**src/rtl/demux16_pkg.sv**
```systemverilog
// demux16_pkg: shared constants and word/select types for the demux16 router slice.
package demux16_pkg;
   localparam int WIDTH_DEF = 16;
   localparam int NOUT_DEF  = 8;
   typedef logic [WIDTH_DEF-1:0] word_t;
   typedef logic [2:0]           sel_t;
endpackage

```
**src/rtl/demux16_slot.sv**
```systemverilog
// demux16_slot: one-entry output slot; a push wins over a pop so push+pop reloads without a bubble.
module demux16_slot
   import demux16_pkg::*;
#(
   parameter int WIDTH = WIDTH_DEF
) (
   input  logic             clk,
   input  logic             rst_n,
   input  logic             i_push,
   input  logic             i_pop,
   input  logic [WIDTH-1:0] i_data,
   output logic [WIDTH-1:0] o_data,
   output logic             o_valid
);
   logic [WIDTH-1:0] r_data;
   logic             r_valid;
   always_ff @(posedge clk or negedge rst_n) begin
      if (!rst_n) begin
         r_data  <= '0;
         r_valid <= 1'b0;
      end else begin
         r_valid <= i_push | (r_valid & ~i_pop);
         if (i_push) r_data <= i_data;
      end
   end
   assign o_data  = r_data;
   assign o_valid = r_valid;
endmodule

```
**src/rtl/demux16_router.sv**
```systemverilog
// demux16_router: registered 1-to-NOUT word demultiplexer with per-channel valid/ready slots.
// Optional broadcast input i_in_bcast is enabled by defining DEMUX16_BROADCAST_EN.
module demux16_router
   import demux16_pkg::*;
#(
   parameter int WIDTH = WIDTH_DEF,
   parameter int NOUT  = NOUT_DEF,
   parameter int SELW  = 3
) (
   input  logic                  clk,
   input  logic                  rst_n,
   input  logic [WIDTH-1:0]      i_in_data,
   input  logic [SELW-1:0]       i_in_sel,
   input  logic                  i_in_valid,
`ifdef DEMUX16_BROADCAST_EN
   input  logic                  i_in_bcast,
`endif
   output logic                  o_in_ready,
   output logic [NOUT*WIDTH-1:0] o_out_data,
   output logic [NOUT-1:0]       o_out_valid,
   input  logic [NOUT-1:0]       i_out_ready,
   output logic                  o_err_sel
);
   logic                 w_bcast;
   logic                 w_in_range;
   logic                 w_accept;
   logic [NOUT-1:0]      w_slot_ok;
   logic [2**SELW-1:0]   w_sel_ok;
   logic [NOUT-1:0]      w_push;
   logic [NOUT-1:0]      w_pop;
   logic                 r_err;
`ifdef DEMUX16_BROADCAST_EN
   assign w_bcast = i_in_bcast;
`else
   assign w_bcast = 1'b0;
`endif
   assign w_slot_ok  = ~o_out_valid | i_out_ready;
   assign w_pop      = o_out_valid & i_out_ready;
   assign w_in_range = int'(i_in_sel) < NOUT;
   // Unused select codes read as always-ready so stray words are swallowed.
   always_comb begin
      w_sel_ok = '1;
      for (int k = 0; k < NOUT; k++) w_sel_ok[k] = w_slot_ok[k];
   end
   assign o_in_ready = w_bcast ? &w_slot_ok : w_sel_ok[i_in_sel];
   assign w_accept   = i_in_valid && o_in_ready;
   always_comb begin
      w_push = '0;
      for (int k = 0; k < NOUT; k++)
         w_push[k] = w_accept && (w_bcast || (w_in_range && int'(i_in_sel) == k));
   end
   always_ff @(posedge clk or negedge rst_n) begin
      if (!rst_n) r_err <= 1'b0;
      else        r_err <= w_accept && !w_bcast && !w_in_range;
   end
   assign o_err_sel = r_err;
   for (genvar g = 0; g < NOUT; g++) begin : g_slot
      demux16_slot #(.WIDTH(WIDTH)) u_slot (
         .clk     (clk),
         .rst_n   (rst_n),
         .i_push  (w_push[g]),
         .i_pop   (w_pop[g]),
         .i_data  (i_in_data),
         .o_data  (o_out_data[g*WIDTH +: WIDTH]),
         .o_valid (o_out_valid[g])
      );
   end
endmodule

```
**config.mk**
```make
export PLATFORM = sky130hd
export DESIGN_NAME = demux16_router
export DESIGN_NICKNAME = d
export VERILOG_FILES = /design/src/rtl/demux16_pkg.sv /design/src/rtl/demux16_slot.sv /design/src/rtl/demux16_router.sv
export SDC_FILE = /design/constraint.sdc
export NUM_CORES = 1
export LEC_CHECK = 0
export ABC_AREA = 1
export BUFFER_PORTS_ARGS = -buffer_cell sky130_fd_sc_hd__buf_2
export CAP_MARGIN = 20
export CORE_MARGIN = 2
export CORE_UTILIZATION = 55
export CTS_CLUSTER_SIZE = 10
export DETAILED_ROUTE_END_ITERATION = 8
export GPL_ROUTABILITY_DRIVEN = 0
export PLACE_DENSITY = 0.85
export SLEW_MARGIN = 20
export SYNTH_ARGS = -nofsm -noshare
export SYNTH_HDL_FRONTEND = slang
export SYNTH_SLANG_ARGS = --single-unit
```
**constraint.sdc**
```tcl
create_clock -name clk -period 2.41 [get_ports clk]
set_clock_uncertainty 0.15 [all_clocks]
set_input_delay 0 -clock clk [delete_from_list [all_inputs] [get_ports clk]]
set_output_delay 0 -clock clk [all_outputs]
set_load 0.05 [all_outputs]
```
==> results.txt <==
- Insertion delay of the later-clocked pin in the worst-skew pair: 0.53 ns
- Dividing the detail-routed wire length by the instance count gives 17.5 um.
- Initial antenna violation count: 0
- In the routed design, unresolved DRC markers number 0.
- Clock tree from TritonCTS: done
- Area growth from synthesis to layout: 32.1%
- For this run, the detailed router's first-pass iteration total came to 5.
* RSZ-0062 raised after global routing: false
* Chip width: 104 um
- The number of different library cells used by synthesis comes to 21.
* Final TNS setup: 0 ns
- # IOs: 168
* Via density: 5.55
- Worst hold path type: in -> reg
- Critical path arrival: 2.52 ns
- The analysis attributes to cell leakage a power of 4.06 nW.
* Number of H-tree levels: 4
- Total clock buffers created by CTS: 17
- Dividing total power by cell area gives a power density of 1190 nW/um^2.
- Total overflow reported by the global router: 0
- Mean Syn Cell Area: 9.44 sq um
- VDD sags by at most 649 uV.
* Final instance area: 7310 sq um
- Initial Util: 0.566
* Combinational cell fraction of total power: 0.336
- The routed layout has 5,092 vias.
- Fraction of synthesized cell area taken by the top area cell type: 0.615
- The critical path is of the reg -> reg type.
* Int Pwr: 0.00511 W
* Die Area: 10,900 sq um
* Highest net fanout along the worst path: 23
- Cells taking the most area after synthesis: dfrtp_1, nand2_1, nand4_1
* Die height: 104 um
- Counting tap cells, the placed design contains a total of 856 instances.
* Cell type with the highest aggregate area in the netlist: dfrtp_1
* Fraction of the cycle the final worst path needs: 0.912
- During placement, the flow inserted port buffers numbering 166.
- The Yosys step of the flow raised 0 warnings.
- For this block, the initial DRC count from the detailed router was 448.
* Transition at the pin with the smallest max-transition slack: 0.677 ns
- The wire-length estimate of the detail-placed layout is 10,500 um.
- Clock network fraction of design power: 0.314
- STA classifies the critical path endpoint as a flop.
- Across the run, the number of max-cap violations was 0.
- For this design the total switching power over the nets is 0.00360 W.
- The detail route stage leaves a number of antenna-violating nets equal to 0.
- Result of the run: finished clean
* Clock Path Buffers: 2
- After filler insertion, the fill cell instance count of the layout stands at 683.
- Final count of negative-setup-slack endpoints: 0
* Area of the mapped netlist: 5530 sq um
- The number of antenna diodes in the final layout is 0.
- For this run, the register share of the synthesized area comes to 0.615.
* WHS: 0.0205 ns
- The critical path goes through nand2_1, nor2_1, nor2_1, nand3_1, nand2_4, buf_6, nand4_1, dlygate4sd3_1, nand2_1.
* Pre-CTS setup slack: 0.463 ns
- The largest single stage delay on the critical path is 0.56 ns.
- Number of nets produced by synthesis: 616
- The slowest stage of the critical path is the dlygate4sd3_1 cell.
- The worst pin sits at a relative slew slack of 0.549.
* Area of the core: 9770 sq um
* Flops & latches, synth: 136
- Static timing analysis puts the maximum clock frequency at 455 MHz.
- Critical path data required time: 2.73 ns
- In the final design database the tool counted 803 nets.
- Cells after Synth: 586
* Wire length of the first global-routing pass: 26,000 um
* Proportion of power drawn by flip-flops and latches: 0.350
- Entering global routing, the biggest net connects 75 pins.
- Number of failing hold endpoints at the final stage: 0
- Cell at the root of the clock tree: clkbuf_8
* Wirelength, routed: 16,000 um
- Clock edge transition at the registers on the reported setup and hold paths: 0.06 ns
* Min cycle time layout: 2.20 ns
- The final max-slew violation count was 0.
* Vias in the first global route: 4,903
* Sw Share: 0.413
- CTS saw 136 sinks.
- After detailed placement, the total cell area comes to 6370 sq um.
- Row count: 36
- Fraction of final layout cells with drive strength greater than 1: 0.284
* Type of origin of the critical path: flop
- For this run, the total global-route usage over all layers was measured as 0.308.
- Worst Setup Slack, final: 0.212 ns
- Non-filler cells in the finished layout: 917
## power groups by stage
stage / logic [W] / registers, W / clock network, W
after detailed placement: 0.00287 / 0.00306 / 0
after global placement: 0.00282 / 0.00304 / 0
final: 0.00292 / 0.00305 / 0.00274
after floorplan: 0.000505 / 0.00466 / 0
after CTS: 0.00292 / 0.00304 / 0.00276
after global routing: 0.00307 / 0.00310 / 0.00287
## cell usage after synthesis
| cell type | n |
|---|---|
| buf_1 | 5 |
| buf_2 | 13 |
| buf_4 | 13 |
| buf_6 | 6 |
| clkbuf_1 | 5 |
| clkbuf_2 | 2 |
| conb_1 | 1 |
| dfrtp_1 | 136 |
| inv_1 | 28 |
| inv_2 | 2 |
| nand2_1 | 212 |
| nand2_2 | 1 |
| nand3_1 | 5 |
| nand3_2 | 4 |
| nand4_1 | 64 |
| nand4_2 | 4 |
| nor2_1 | 16 |
| nor2_4 | 1 |
| nor3_2 | 1 |
| o21ai_0 | 35 |
| o21ai_1 | 32 |
## cells in the final DEF, fill, tap and decap left out, types with 16 or more instances in the layout
cell type,n
dlygate4sd3_1,31
nand2_1,212
buf_2,165
nand4_1,64
nor2_1,16
inv_1,28
o21ai_0,35
clkbuf_16,16
dfrtp_1,136
o21ai_1,32
## logic make-up (layout without fill, tap and decap cells)
kind of cell,after synthesis,after routing,synth area share
AND/OR/NAND/NOR,308,308,0.253
buffers and inverters,74,272,0.0706
other,1,1,0.000678
AO/OA/AOI/OAI,67,67,0.0606
flip-flops,136,136,0.615
## state kept, by name (all words and copies together) (netlist names)
register,count
g_slot.u_slot.o_data,128
g_slot.u_slot.o_valid,8
## metal layers
layer  GRT usage  wire, um
met5           0         0
met4       0.120       455
met3      0.0915      1570
met2       0.460      7380
met1       0.425      6630
## final cells by class
class,instances,area (sq um),share of cell area
repair buffers,212,1260,0.173
well taps,133,166,0.0228
flip-flops and latches,136,3400,0.466
inverters,30,113,0.0154
multi-input cells,376,1740,0.239
clock buffers,18,418,0.0572
clock inverters,12,200,0.0274
## worst paths after layout
path / from / endpoint / slack (ns) / cells past startpoint
max: g_slot[6].u_slot.o_valid / g_slot[6].u_slot.o_data[2] / 0.21 / 9
min: i_in_sel[0] / g_slot[7].u_slot.o_data[4] / 0.02 / 6
max reg2reg: g_slot[6].u_slot.o_valid / g_slot[6].u_slot.o_data[2] / 0.21 / 9
min reg2reg: g_slot[7].u_slot.o_data[4] / g_slot[7].u_slot.o_data[4] / 0.32 / 2
max in group asynchronous: rst_n / g_slot[2].u_slot.o_data[0] / 0.85 / 4
min in group asynchronous: rst_n / g_slot[1].u_slot.o_data[0] / 0.45 / 3
## critical path, delay by kind of cell, from the launching register on
kind                   cells  cell delay [ns]
buffers and inverters      2             0.80
AND/OR/NAND/NOR            7             0.77
flip-flops                 1             0.40
## through the flow
| step | total power (W) | util |
|---|---|---|
| floorplan | 0.00516 | - |
| global placement | 0.00586 | 0.652 |
| detailed placement | 0.00593 | 0.652 |
| CTS | 0.00872 | 0.746 |
| global route | 0.00903 | 0.748 |
| finish | 0.00871 | 0.748 |
## timing repair
action | in CTS | in global routing
hold endpoints to repair | 272 | 1
endpoints found under the setup margin | 0 | 1
setup buffers | 0 | 0
gates resized for setup | 0 | 2
hold buffers | 30 | 1
Power figures use the tool's default switching activity.
